===== src/rtl/ofm_drain_if.sv =====
// rtl/ofm_drain_if.sv - output-buffer read port and result-lane stream bundle
//
// Purpose : groups the output-buffer read port (mem_*) and the 16-bit result
//           stream (out_*) between ofm_drain and its neighbours.
// Signals : mem_ena/mem_addr   drain -> buffer, read request
//           mem_dout           buffer -> drain, data one cycle after mem_ena
//           out_data/out_valid/out_last  drain -> sink
//           out_ready          sink -> drain
// Modports: master = drain side, slave = buffer/sink side.
interface ofm_drain_if #(
    parameter int ADDR_W = 16,
    parameter int DATA_W = 64
);
    logic              mem_ena;
    logic [ADDR_W-1:0] mem_addr;
    logic [DATA_W-1:0] mem_dout;
    logic [15:0]       out_data;
    logic              out_valid;
    logic              out_ready;
    logic              out_last;

    modport master (
        output mem_ena, mem_addr, out_data, out_valid, out_last,
        input  mem_dout, out_ready
    );

    modport slave (
        input  mem_ena, mem_addr, out_data, out_valid, out_last,
        output mem_dout, out_ready
    );
endinterface


===== src/rtl/ofm_drain.sv =====
// rtl/ofm_drain.sv - drains 64-bit output-buffer words as four 16-bit lanes
//
// Purpose : on start, reads word_count words from base_addr upward (address
//           wraps modulo 2^ADDR_W) and streams each word MSB lane first.
// Ports   : clk, rst_n (sync, active-low)
//           start, base_addr, word_count   drain request, sampled in IDLE
//           bus (ofm_drain_if.master)      buffer read port + result stream
//           busy                            high outside IDLE
//           done                            one-cycle completion pulse
module ofm_drain #(
    parameter int ADDR_W = 16,
    parameter int DATA_W = 64
) (
    input  logic              clk,
    input  logic              rst_n,
    input  logic              start,
    input  logic [ADDR_W-1:0] base_addr,
    input  logic [ADDR_W-1:0] word_count,
    ofm_drain_if.master       bus,
    output logic              busy,
    output logic              done
);

    typedef enum logic [2:0] {
        S_IDLE,
        S_READ,
        S_WAIT,
        S_SEND,
        S_DONE
    } state_t;

    state_t            state_q;
    state_t            state_d;

    logic [ADDR_W-1:0] base_q;
    logic [ADDR_W-1:0] count_q;
    logic [ADDR_W-1:0] index_q;
    logic [ADDR_W-1:0] addr_q;
    logic [1:0]        lane_q;
    logic [DATA_W-1:0] word_q;

    logic              xfer;
    logic              last_word;

    assign xfer      = (state_q == S_SEND) && bus.out_ready;
    assign last_word = (index_q == count_q - ADDR_W'(1));

    // Address register is loaded on entry to READ so it already holds
    // base+index during READ and keeps its value everywhere else.
    assign bus.mem_addr = addr_q;

    always_ff @(posedge clk) begin
        if (!rst_n) begin
            state_q <= S_IDLE;
        end else begin
            state_q <= state_d;
        end
    end

    always_comb begin
        state_d = state_q;
        case (state_q)
            S_IDLE: begin
                if (start) begin
                    state_d = (word_count != '0) ? S_READ : S_DONE;
                end
            end
            S_READ: state_d = S_WAIT;
            S_WAIT: state_d = S_SEND;
            S_SEND: begin
                if (xfer && (lane_q == 2'd3)) begin
                    state_d = last_word ? S_DONE : S_READ;
                end
            end
            S_DONE: state_d = S_IDLE;
            default: state_d = S_IDLE;
        endcase
    end

    always_comb begin
        busy          = (state_q != S_IDLE);
        done          = (state_q == S_DONE);
        bus.mem_ena   = (state_q == S_READ);
        bus.out_valid = 1'b0;
        bus.out_last  = 1'b0;
        bus.out_data  = 16'h0000;
        if (state_q == S_SEND) begin
            bus.out_valid = 1'b1;
            bus.out_last  = (lane_q == 2'd3) && last_word;
            case (lane_q)
                2'd0:    bus.out_data = word_q[63:48];
                2'd1:    bus.out_data = word_q[47:32];
                2'd2:    bus.out_data = word_q[31:16];
                default: bus.out_data = word_q[15:0];
            endcase
        end
    end

    // Request fields are only written from IDLE, so a start arriving while
    // busy cannot disturb a drain in progress.
    always_ff @(posedge clk) begin
        if (!rst_n) begin
            base_q  <= '0;
            count_q <= '0;
            index_q <= '0;
            addr_q  <= '0;
            lane_q  <= '0;
            word_q  <= '0;
        end else begin
            case (state_q)
                S_IDLE: begin
                    if (start && (word_count != '0)) begin
                        base_q  <= base_addr;
                        count_q <= word_count;
                        index_q <= '0;
                        addr_q  <= base_addr;
                    end
                end
                S_WAIT: begin
                    word_q <= bus.mem_dout;
                    lane_q <= 2'd0;
                end
                S_SEND: begin
                    if (xfer) begin
                        if (lane_q != 2'd3) begin
                            lane_q <= lane_q + 2'd1;
                        end else if (!last_word) begin
                            index_q <= index_q + ADDR_W'(1);
                            addr_q  <= base_q + index_q + ADDR_W'(1);
                        end
                    end
                end
                default: ;
            endcase
        end
    end

endmodule


===== src/flat_wrapper.sv =====
// flat-port wrapper written by rule: the top's interface ports become plain ports
module ofm_drain_flat 
#(
    parameter int ADDR_W = 16,
    parameter int DATA_W = 64
)
  (clk, rst_n, start, base_addr, word_count, busy, done, bus_mem_ena, bus_mem_addr, bus_out_data, bus_out_valid, bus_out_last, bus_mem_dout, bus_out_ready);
  ofm_drain_if #(.ADDR_W(ADDR_W), .DATA_W(DATA_W)) bus_i ();
  input  logic clk;
  input  logic rst_n;
  input  logic start;
  input  logic [ADDR_W-1:0] base_addr;
  input  logic [ADDR_W-1:0] word_count;
  output logic busy;
  output logic done;
  output wire logic [$bits(bus_i.mem_ena)-1:0] bus_mem_ena;
  output wire logic [$bits(bus_i.mem_addr)-1:0] bus_mem_addr;
  output wire logic [$bits(bus_i.out_data)-1:0] bus_out_data;
  output wire logic [$bits(bus_i.out_valid)-1:0] bus_out_valid;
  output wire logic [$bits(bus_i.out_last)-1:0] bus_out_last;
  input wire logic [$bits(bus_i.mem_dout)-1:0] bus_mem_dout;
  input wire logic [$bits(bus_i.out_ready)-1:0] bus_out_ready;
  assign bus_mem_ena = bus_i.mem_ena;
  assign bus_mem_addr = bus_i.mem_addr;
  assign bus_out_data = bus_i.out_data;
  assign bus_out_valid = bus_i.out_valid;
  assign bus_out_last = bus_i.out_last;
  assign bus_i.mem_dout = bus_mem_dout;
  assign bus_i.out_ready = bus_out_ready;
  ofm_drain #(.ADDR_W(ADDR_W), .DATA_W(DATA_W)) u_core (.clk(clk), .rst_n(rst_n), .start(start), .base_addr(base_addr), .word_count(word_count), .bus(bus_i), .busy(busy), .done(done));
endmodule

===== config.mk =====
export PLATFORM = sky130hd
export DESIGN_NAME = ofm_drain_flat
export DESIGN_NICKNAME = d
export VERILOG_FILES = /design/src/rtl/ofm_drain_if.sv /design/src/rtl/ofm_drain.sv /design/src/flat_wrapper.sv
export SDC_FILE = /design/constraint.sdc
export NUM_CORES = 1
export LEC_CHECK = 0
export CAP_MARGIN = 0
export CORE_MARGIN = 5
export CORE_UTILIZATION = 32
export DETAILED_ROUTE_END_ITERATION = 8
export HOLD_SLACK_MARGIN = 0.06
export PLACE_DENSITY = 0.54
export RECOVER_POWER = 100
export SLEW_MARGIN = 5
export SYNTH_ARGS = -nofsm -noshare
export SYNTH_HDL_FRONTEND = slang
export SYNTH_SLANG_ARGS = --single-unit
export TNS_END_PERCENT = 10

===== constraint.sdc =====
create_clock -name clk -period 8.4 [get_ports clk]
set_input_delay 0.84 -clock clk [delete_from_list [all_inputs] [get_ports clk]]
set_output_delay 0.84 -clock clk [all_outputs]
set_load 0.05 [all_outputs]

**After elaboration in Yosys (flattened, before gate mapping)**

Cells that the tools add are included.

- Bits in registers: 133
- Bits in latches: 0
- Bits in writable memories: 0
- ROM bits: 0
- Input port bits: 100
- Output and inout port bits: 37
- Logic and storage cells: 64
- Memories kept: 0

- Add/sub/neg operators: 5
- $mul: 0
- Divide/modulo/power cells: 0
- $lt $le $gt $ge: 0
- Equality and inequality tests: 16
- Shift operators: 0
- Mux-type cells: 22
- Bitwise logic cells: 0
- Reduce and logical (&&, ||, !) cells: 14

Operators with widths:

| kind | count |
|---|---|
| 16-bit 2-to-1 mux | 9 |
| 16-bit one-hot mux with 2 select lines | 2 |
| 16-bit one-hot mux with 3 select lines | 1 |
| 16-bit by 1-bit adder with 16-bit output, second input constant | 2 |
| 16-bit adder | 1 |
| 16-bit == test | 1 |
| 16-bit nonzero test | 1 |
| 16-bit by 1-bit subtractor with 16-bit output, second input constant | 1 |
| 3-bit 2-to-1 mux | 4 |
| 2-bit inequality test, second input constant | 6 |
| 3-bit one-hot mux with 4 select lines | 1 |
| 3-bit by 2-bit == test with 1-bit output, second input constant | 2 |
| 5-bit AND reduction | 1 |
| 2-bit == test, second input constant | 2 |
| 1-bit logical AND | 4 |
| 2-bit 2-to-1 mux | 2 |
| 2-bit by 1-bit inequality test with 1-bit output, second input constant | 2 |
| 2-bit one-hot mux with 2 select lines | 1 |
| 2-bit AND reduction | 2 |
| 2-bit nonzero test | 2 |
| 3-bit by 1-bit == test with 1-bit output, second input constant | 1 |
| 3-bit == test, second input constant | 1 |
| 3-bit zero test | 1 |
| 3-bit AND reduction | 1 |
| other kinds (5) | 6 |

**Logic depth before layout (Yosys ltp)**

- Depth after elaboration: 6
- Gate-level depth with buffers: 14
- Mapped depth without buffers: 11

**Least setup slack after synthesis**

No wires, ideal clock.

- Kind: reg-to-output
- From: register u_core.count_q[0]
- To: output port bus_out_last
- Arrival: 3.016 ns
- Required time: 7.560 ns
- Slack: 4.544 ns
- Cell stages (with the launch flop): 10
- Path buffers: 1
- Path through: dfxtp_1 -> clkbuf_1 -> inv_1 -> ha_1 -> or4b_1 -> nor4_1 -> a211oi_1 -> a2111oi_0 -> nand4_1 -> nor3_1

- Longest elaborated chain between the ends: 4

RTL lines:

| what | line | RTL |
|---|---|---|
| from (decl) | ofm_drain.sv:36 | `logic [ADDR_W-1:0] count_q;` |
| from (signal assigned) | ofm_drain.sv:114 | `count_q <= word_count;` |
| 16-bit by 1-bit subtractor with 16-bit output | ofm_drain.sv:46 | `assign last_word = (index_q == count_q - ADDR_W'(1));` |
| 16-bit == test | ofm_drain.sv:46 |  |
| 1-bit logical AND | ofm_drain.sv:89 | `bus.out_last = (lane_q == 2'd3) && last_word;` |
| 1-bit 2-to-1 mux | ofm_drain.sv:87 | `if (state_q == S_SEND) begin` |
| to (decl) | flat_wrapper.sv:20 | `output wire logic [$bits(bus_i.out_last)-1:0] bus_out_last;` |

No other way between the ends.

**Final worst setup path**

- From: input port rst_n
- To: register u_core.addr_q[13], in the netlist u_core.bus.mem_addr[13]

RTL lines:

| what | line | RTL |
|---|---|---|
| from (decl) | flat_wrapper.sv:10 | `input logic rst_n;` |
| to (signal assigned) | ofm_drain.sv:116 | `addr_q <= base_addr;` |
| to (signal assigned) | ofm_drain.sv:129 | `addr_q <= base_q + index_q + ADDR_W'(1);` |
| to (decl) | ofm_drain.sv:38 | `logic [ADDR_W-1:0] addr_q;` |

No word-level cell between the ends.

==> run metrics <==
Die H=159 um; failing checks=max-capacitance violations, max-slew violations; Slew @ Worst Pin=2.81 ns; clk_lat worst skew=0.42 ns; Post-Synthesis Cells=929; n_diodes=0; die area=25200 um2; DRT antenna net count=0; Req. time, crit path=8.69 ns; pre-CTS setup slack=4.12 ns; setup violators final=0; hold slack=0.455 ns; synthesized area per cell=7.61 um2; M1 GR Usage=0.225; IO buf count=136; GRT met2 Usage=0.291; Max Freq=164 MHz; Final Worst Setup Slack=2.29 ns; GRT Overall Usage=0.177; Post-synth EDFFs=0; Clock Skews=0.00870 ns; status=finished, violations left; count of different cell masters after synthesis=63; Clock Path Buffers=2; busiest grt layer=met2; Vias/cell=5.29; total of max-cap violations=3; number of detailed-route iterations in the first pass=5; Worst Path Max Fanout=57; Final min period=6.11 ns; WHS Path Cells=2; CP dominant cell by count=clkbuf_1; crit path kind=input pin to register; Leak Pwr=3.44 nW; Peak VDD IR=129 uV; Power Dens Cells=217 nW/um2; Num Clock Sinks=133; area share of the largest cell type after synthesis=0.376; area leader, netlist=dfxtp_1; Slew headroom=-0.871; via count=6973; crit end category=register; Routed WL=22300 um; initial antenna violation count=1; final hold vios=0; total grt overflow=0; Final HPWL DP=15500 um; Synthesis Warnings=0; first-pass GRT wire length=35200 um; count leader, synth=nand2_1; slowest cell delay on critical path=2.12 ns; pin count of the biggest net entering global routing=67; vias in the first global route=6553; crit path cell chain=dlygate4sd3_1, clkbuf_1, clkinvlp_2, clkbuf_1, a221oi_1; total power=1.98 mW; Critical Path AT=6.40 ns; root buf cell=clkbuf_16; Worst Hold Class=register to register; routability congestion estimate=0.823; ys async rst share=0; CP startpoint kind=input pin; IO Count=137; initial detailed-routing violation count=451; GRT met3 Usage=0.0590; CTS tree=yes; Mapped Nets=1051; Worst-path clk slew=0.06 ns; nets=1147; area of the core=21800 um2; initial core utilization=0.324; top post-synthesis cells by count=224 x nand2_1, 133 x dfxtp_1, 128 x a21oi_1; Seq cells post-synth=133; Slew Limit Fails=159; hold buffers post-CTS=0; largest cells by area after synthesis=dfxtp_1 38%, nand2_1 12%, a21oi_1 9.1%; layout cells sized above 1=0.0453; register area share after synthesis=0.376; CTS buffer count=17; setup bufs post-CTS=0; Worst path slowest cell=clkinvlp_2; Worst R2R Path Depth=7; Cell Area, Synth=7070 um2; Setup TNS=0 ns; Die Span X=159 um; P&R area growth vs syn=29.5%; post-CTS sizing=0; H-tree depth=4; Tcrit/Tclk final=0.727; row count=54; predominant post-synthesis flop cell=dfxtp_1; DRC=0; unrepaired setup endpoints after global routing=no; WL/cell=17.0 um; final core utilization=0.420
==> layer usage <==
layer / routed length, um / share of wire
met5: 13 / 0.00058
met4: 242 / 0.011
met3: 1500 / 0.067
met2: 10600 / 0.48
met1: 9970 / 0.45
==> cell families after synthesis <==
group,after synthesis,share of synthesized area
simple gates,405,0.258
compound gates,231,0.206
xor+xnor,27,0.0334
flops,133,0.376
mux,26,0.0368
fa+ha+maj,22,0.0400
buf+inv,85,0.0492
==> power breakdown <==
group	switching (mW)	total (mW)	leakage [nW]	internal [mW]
clock	0.337	0.764	0.299	0.427
combinational	0.293	0.481	2.06	0.188
sequential	0.0451	0.740	1.08	0.695
==> sequential cells by signal, indices dropped and copies added, names as in the netlist <==
register             cells
u_core.index_q          16
u_core.base_q           16
u_core.lane_q            2
u_core.count_q          16
u_core.word_q           64
u_core.bus.mem_addr     16
u_core.state_q           3
==> path summary, 6_finish.rpt <==
path	start	endpoint	slack, ns
worst min register to register	u_core.bus.mem_addr[9]	u_core.bus.mem_addr[9]	0.45
worst min-delay path	u_core.bus.mem_addr[9]	u_core.bus.mem_addr[9]	0.45
worst max register to register	u_core.state_q[1]	u_core.bus.mem_addr[13]	3.91
worst max-delay path	rst_n	u_core.bus.mem_addr[13]	2.29
==> placed cells by master, fill, tap and decap left out, types with 18 or more instances in the layout <==
| cell type | n |
|---|---|
| a21oi_1 | 128 |
| a211oi_1 | 19 |
| nor2_1 | 71 |
| o31ai_1 | 18 |
| nand2_1 | 223 |
| ha_1 | 21 |
| mux2i_1 | 26 |
| clkdlybuf4s50_1 | 99 |
| dfxtp_1 | 133 |
| dlygate4sd3_1 | 37 |
==> critical path, delay by kind of cell <==
| kind | cells | cell delay [ns] |
|---|---|---|
| buf+inv | 4 | 4.94 |
| compound gates | 1 | 0.58 |
==> metrics by stage <==
step / cell area (um2) / std cells
CTS: 9170 / 1318
detailed placement: 8570 / 1286
floorplan: 7070 / 929
finish: 9160 / 1318
global route: 9160 / 1318
global placement: 8570 / 1286
==> cell type report <==
| class | instances | area [um2] |
|---|---|---|
| Sequential cell | 133 | 2660 |
| Multi-Input combinational cell | 711 | 4060 |
| Inverter | 17 | 65.1 |
| Tap cell | 280 | 350 |
| Clock inverter | 15 | 174 |
| Fill cell | 2310 | 12700 |
| Timing Repair Buffer | 145 | 1420 |
| Clock buffer | 17 | 425 |
No activity file was read; power rests on OpenSTA's default activity.
